[src/rtl/nios_with_no_onchip_sdram_cpu_oci_dct_packer.sv]
// Trace atom packer: collects 2-bit atoms into a 30-bit buffer and hands
// full or flushed buffers to a single-entry frame slot with valid/ready.
module nios_with_no_onchip_sdram_cpu_oci_dct_packer (
  input  logic        clk,
  input  logic        reset_n,
  input  logic        trc_on,
  input  logic        atm_valid,
  input  logic [1:0]  atm_data,
  output logic        atm_ready,
  input  logic        flush,
  input  logic        clr_ovf,
  output logic [29:0] dct_buffer,
  output logic [3:0]  dct_count,
  output logic        frame_valid,
  input  logic        frame_ready,
  output logic [29:0] frame_data,
  output logic [3:0]  frame_count,
  output logic        overflow
);

  localparam int unsigned ATOM_W = 2;
  localparam int unsigned DEPTH  = 15;
  localparam int unsigned BUF_W  = ATOM_W * DEPTH;
  localparam int unsigned CNT_W  = 4;

  typedef enum logic {
    SLOT_EMPTY = 1'b0,
    SLOT_FULL  = 1'b1
  } slot_t;

  slot_t              state;
  slot_t              state_nxt;
  logic               flush_pend;
  logic               slot_free;
  logic               flush_req;
  logic               buf_full;
  logic               xfer;
  logic               accept;
  logic               consume;
  logic               ovf_set;
  logic [BUF_W-1:0]   buf_ins;

  assign frame_valid = (state == SLOT_FULL);
  assign slot_free   = ~frame_valid | frame_ready;
  assign consume     = frame_valid & frame_ready;
  assign flush_req   = flush | flush_pend;
  assign buf_full    = (dct_count == CNT_W'(DEPTH));
  assign xfer        = slot_free & (buf_full | (flush_req & (dct_count != '0)));
  assign atm_ready   = trc_on & ~buf_full & ~xfer;
  assign accept      = atm_valid & atm_ready;
  assign ovf_set     = atm_valid & trc_on & ~atm_ready;

  // Buffer with the offered atom dropped into the slot selected by dct_count
  always_comb begin
    buf_ins = dct_buffer;
    for (int i = 0; i < int'(DEPTH); i++) begin
      if (dct_count == CNT_W'(i)) begin
        buf_ins[ATOM_W*i +: ATOM_W] = atm_data;
      end
    end
  end

  // Frame slot state register
  always_ff @(posedge clk or negedge reset_n) begin
    if (!reset_n) begin
      state <= SLOT_EMPTY;
    end else begin
      state <= state_nxt;
    end
  end

  // Frame slot next state: a new frame may enter the same cycle the old one leaves
  always_comb begin
    state_nxt = state;
    case (state)
      SLOT_EMPTY: if (xfer) state_nxt = SLOT_FULL;
      SLOT_FULL:  if (consume && !xfer) state_nxt = SLOT_EMPTY;
    endcase
  end

  // Packing buffer, frame payload, pending flush and sticky overflow
  always_ff @(posedge clk or negedge reset_n) begin
    if (!reset_n) begin
      dct_buffer  <= '0;
      dct_count   <= '0;
      frame_data  <= '0;
      frame_count <= '0;
      flush_pend  <= 1'b0;
      overflow    <= 1'b0;
    end else begin
      if (xfer) begin
        frame_data  <= dct_buffer;
        frame_count <= dct_count;
        dct_buffer  <= '0;
        dct_count   <= '0;
        flush_pend  <= 1'b0;
      end else begin
        if (accept) begin
          dct_buffer <= buf_ins;
          dct_count  <= dct_count + CNT_W'(1);
        end
        // An empty buffer has nothing to flush, so the request is dropped
        if (flush) begin
          flush_pend <= (dct_count != '0);
        end
      end
      overflow <= ovf_set | (overflow & ~clr_ovf);
    end
  end

endmodule

[config.mk]
export PLATFORM = sky130hd
export DESIGN_NAME = nios_with_no_onchip_sdram_cpu_oci_dct_packer
export DESIGN_NICKNAME = d
export VERILOG_FILES = /design/src/rtl/nios_with_no_onchip_sdram_cpu_oci_dct_packer.sv
export SDC_FILE = /design/constraint.sdc
export NUM_CORES = 1
export LEC_CHECK = 0
export ABC_AREA = 1
export CAP_MARGIN = 30
export CORE_MARGIN = 2
export CORE_UTILIZATION = 40
export CTS_CLUSTER_DIAMETER = 60
export CTS_CLUSTER_SIZE = 14
export DETAILED_ROUTE_END_ITERATION = 7
export PLACE_DENSITY = 0.7
export SLEW_MARGIN = 5
export SYNTH_ARGS = -nofsm -noshare
export SYNTH_HDL_FRONTEND = slang
export SYNTH_SLANG_ARGS = --single-unit
[constraint.sdc]
create_clock -name clk -period 4.7 [get_ports clk]
set_input_delay 0.94 -clock clk [delete_from_list [all_inputs] [get_ports clk]]
set_output_delay 0.94 -clock clk [all_outputs]
set_load 0.03 [all_outputs]
# Word-level counts from Yosys, hierarchy flattened
# Cells that the tools add are included.
dict set report op_classes {
  addsub 1
  n_eq_ne 15
  n_mux 24
  n_bitwise 18
  reduce_logical 36
}
# op count
set op_table {}
lappend op_table {{$mux W30} 2}
lappend op_table {{$reduce_bool A2 Y1} 17}
lappend op_table {{$eq A4 B4 Y1 const B} 8}
lappend op_table {{$mux W2} 15}
lappend op_table {{$reduce_and A2 Y1} 15}
lappend op_table {{$eq A4 B3 Y1 const B} 4}
lappend op_table {{$and A1 B1 Y1} 9}
lappend op_table {{$eq A4 B2 Y1 const B} 2}
lappend op_table {{$mux W4} 2}
lappend op_table {{$not A1 Y1} 5}
lappend op_table {{$add A4 B1 Y4 const B} 1}
lappend op_table {{$eq A4 B1 Y1 const B} 1}
lappend op_table {{$logic_not A4 Y1} 1}
lappend op_table {{$mux W1} 4}
lappend op_table {{$or A1 B1 Y1} 4}
lappend op_table {{$reduce_bool A4 Y1} 1}
lappend op_table {{$pmux W1 S2} 1}
lappend op_table {{$logic_and A1 B1 Y1} 1}
lappend op_table {{$logic_not A1 Y1} 1}
dict set report totals {
  reg_bits 71
  in_bits 9
  out_inout_bits 71
}

# Depth between registers and ports, before layout
dict set report logic_depth {
  word_depth 9
  mapped_depth 11
  ltp_nobuf 10
}

# Worst setup path after synthesis
# No wires, ideal clock.
dict set report synth_path {
  kind {input -> output}
  from {input flush}
  to {output atm_ready}
  arrival_ns 1.878
  t_required_ns 3.760
  slack_ns 1.882
  path_stages 7
  n_path_buf 1
  cell_sequence {or2_2 -> nand2_2 -> nand2_4 -> nand2_8 -> buf_4 -> nand2_1 -> inv_1}
}
dict set report synth_via {
  elab_chain_len 6
}
# element line
set synth_lines {}
lappend synth_lines {{start, declared} 10} ;# input logic flush,
lappend synth_lines {{$or A1 B1 Y1} 46} ;# assign flush_req = flush | flush_pend;
lappend synth_lines {{$and A1 B1 Y1} 48} ;# assign xfer = slot_free & (buf_full | (flush_req & (dct_count != '0)));
lappend synth_lines {{$or A1 B1 Y1} 48}
lappend synth_lines {{$and A1 B1 Y1} 48}
lappend synth_lines {{$not A1 Y1} 49} ;# assign atm_ready = trc_on & ~buf_full & ~xfer;
lappend synth_lines {{$and A1 B1 Y1} 49}
lappend synth_lines {{end, declared} 9} ;# output logic atm_ready,
# Every way passes these cells.

# Worst setup path after layout
# Same ends and word-level chain as after synthesis.

==> metrics <==
Core Util, Final 54.1%; worst hold slack roughly 0.48 ns; Synth area leaders dfrtp_1, nand2_1, o31ai_1; hold_buf cts 0; final number of hold-violating endpoints 0; clk buf depth 2; Starting DRT DRC Count approximately 130; CTS Buf Count 9; Avg Cell Area, Syn 8.52 µm²; Area Growth Syn to Fin 33.3%; unrepaired setup endpoints after global routing false; DP Cell Count roughly 550; post-route minimum period approximately 3.6 ns; worst-skew pair later-pin latency 0.35 ns; crit-path most repeated cell clkdlybuf4s50_1; initial antenna violation count 0; CTS tree done; fmax roughly 280 MHz; worst slew pin tran 0.774 ns; wire per inst ~13 µm; vias per cell 4.70; Resized cells post-CTS 0; ANT nets after route 0; Mapped Cells 385; Worst R2R Start dct_count[0]; drt drc 0; Final Max Slew Viols 0; Routed WL 7.40 mm; CP Class primary input to output pin; clock sink count 71; Cell Pwr Density 877 mW/mm²; Layout Cells excl Fill 569; #FFs+latches synth between 70 and 80; clk slew on worst S/H paths around 0.07 ns; vias ~2700; vias in the first global route 2623; Final Setup Violations 0; Post-Syn Area 0.00328 mm²; GR Util met2 approximately 30%; global routing usage on met1 between 20% and 30%; Die Y approximately 95 µm; first-pass GRT wire length approximately 13 mm; hold path cells 2; Post-CTS Setup Repair Bufs 0; share of layout cells above drive strength 1 under 10%; Overall Global Routing Usage between 10% and 20%; CTS H-Tree Depth 3; slowest cell on the critical path clkdlybuf4s50_1; GPL Wtd Cong roughly 0.83; I/O Pins 80; leak pwr 0.00218 µW; clk_skew around 0.0055 ns; global route overflow 0; Relative slew margins approximately half; Nets around 470; outcome complete, no violations; die span in x around 95 µm; worst reg2reg endpoint dct_buffer[12]; Port Buffers 79; Hold Path Class flop to flop; Critical Path Start flush; min-delay src frame_data[25]; Core ar. 0.00809 mm²; Setup TNS 0 ns; GRT met3 Usage 4.87%; DIE AREA 0.00894 mm²; commonest cells after routing, fill and taps aside nand2_1, clkdlybuf4s50_1, dfrtp_1; cells along the critical path clkdlybuf4s50_1, or2_2, nand2_2, nand2_4, nand2_8, nand2_1, inv_1, clkdlybuf4s50_1; Initial Util between 40% and 50%; syn nets roughly 400; Critical Path AT around 2.7 ns; CP endpoint kind output pin; First-pass DRT Iterations 5; Synth cell types 25; R2R cell count 11; fin crit share between 70% and 80%; cell taking the most area after synthesis dfrtp_1; Seq/Total Area, Yosys 54.2%; commonest non-fill, non-tap cell in the layout nand2_1; crit-path max cell delay 0.66 ns; Maximum Capacitance Violations 0; Ys Warns 0; hold path endpoint frame_data[25]; type of origin of the critical path primary input; DP HPWL ~4.9 mm; r2r setup slk 1.99 ns; pin count of the biggest net entering global routing slightly below 80; grt peak-use layer met2; # rows 33; share of the synthesized area in the top cell type 54.2%; Peak supply drop around 0.35 mV; # diodes 0; Req. time, crit path 3.76 ns; crit-path max FO 2; clk root buf clkbuf_8
## cell families after synthesis
kind of cell	count (synthesis)	synth area share, %
and+or+nand+nor	256	33.3
muxes	1	0.305
adders and majority gates	4	1.53
DFF	71	54.2
xor gates and xnor gates	2	0.534
buffers and inverters	30	5.53
AOI/OAI and AO/OA	21	4.69
## area by class of cell
cell class | instances | area, µm²
clock buffer | 11 | 141
clock inverter | 5 | 129
fill | 781 | 3720
inverter | 12 | 50.0
multi-input combinational | 284 | 1320
sequential | 71 | 1780
tap | 105 | 131
timing repair buffer | 81 | 823
## worst max-delay path by stage
stage	end	cells past startpoint
after floorplan	atm_ready	7
after global placement	atm_ready	8
after detailed placement	atm_ready	8
after CTS	atm_ready	8
after global routing	atm_ready	8
final	atm_ready	8
## worst max-delay path: cells and delay by family
family	cells	cell delay [ns]
simple gates	5	0.60
buf+inv	3	1.14
## where the power goes
group	internal, µW	total (µW)	switching, µW
clock	422	646	224
sequential	905	1120	216
combinational	761	2070	1310
## through the flow
step,instance area (µm²),total power [µW],setup WS [ns]
floorplan,3280,2490,1.88
global placement,4080,3170,1.10
detailed placement,4080,3210,1.09
CTS,4350,3870,1.08
global route,4370,4120,1.02
finish,4370,3840,1.09
## synth_stat cells (all sizes together)
cell	count
buf	17
nor2	4
o31ai	15
xor2	2
clkbuf	1
ha	4
o21ai	6
or2	1
inv	11
dfrtp	71
mux2i	1
nand2	228
nand3	23
clkinv	1
## layer usage
layer | part of all wire [%] | vias to the layer above
met5 | 0 | -
met4 | 1.9 | 0
met3 | 4.8 | 15
met2 | 49 | 64
met1 | 45 | 1242
li1 | - | 1353
## registers in the layout (all words and copies together) (netlist names)
register / count
frame_count: 4
dct_count: 4
frame_data: 30
flush_pend: 1
dct_buffer: 30
overflow: 1
frame_valid: 1
Power figures use the tool's default switching activity.
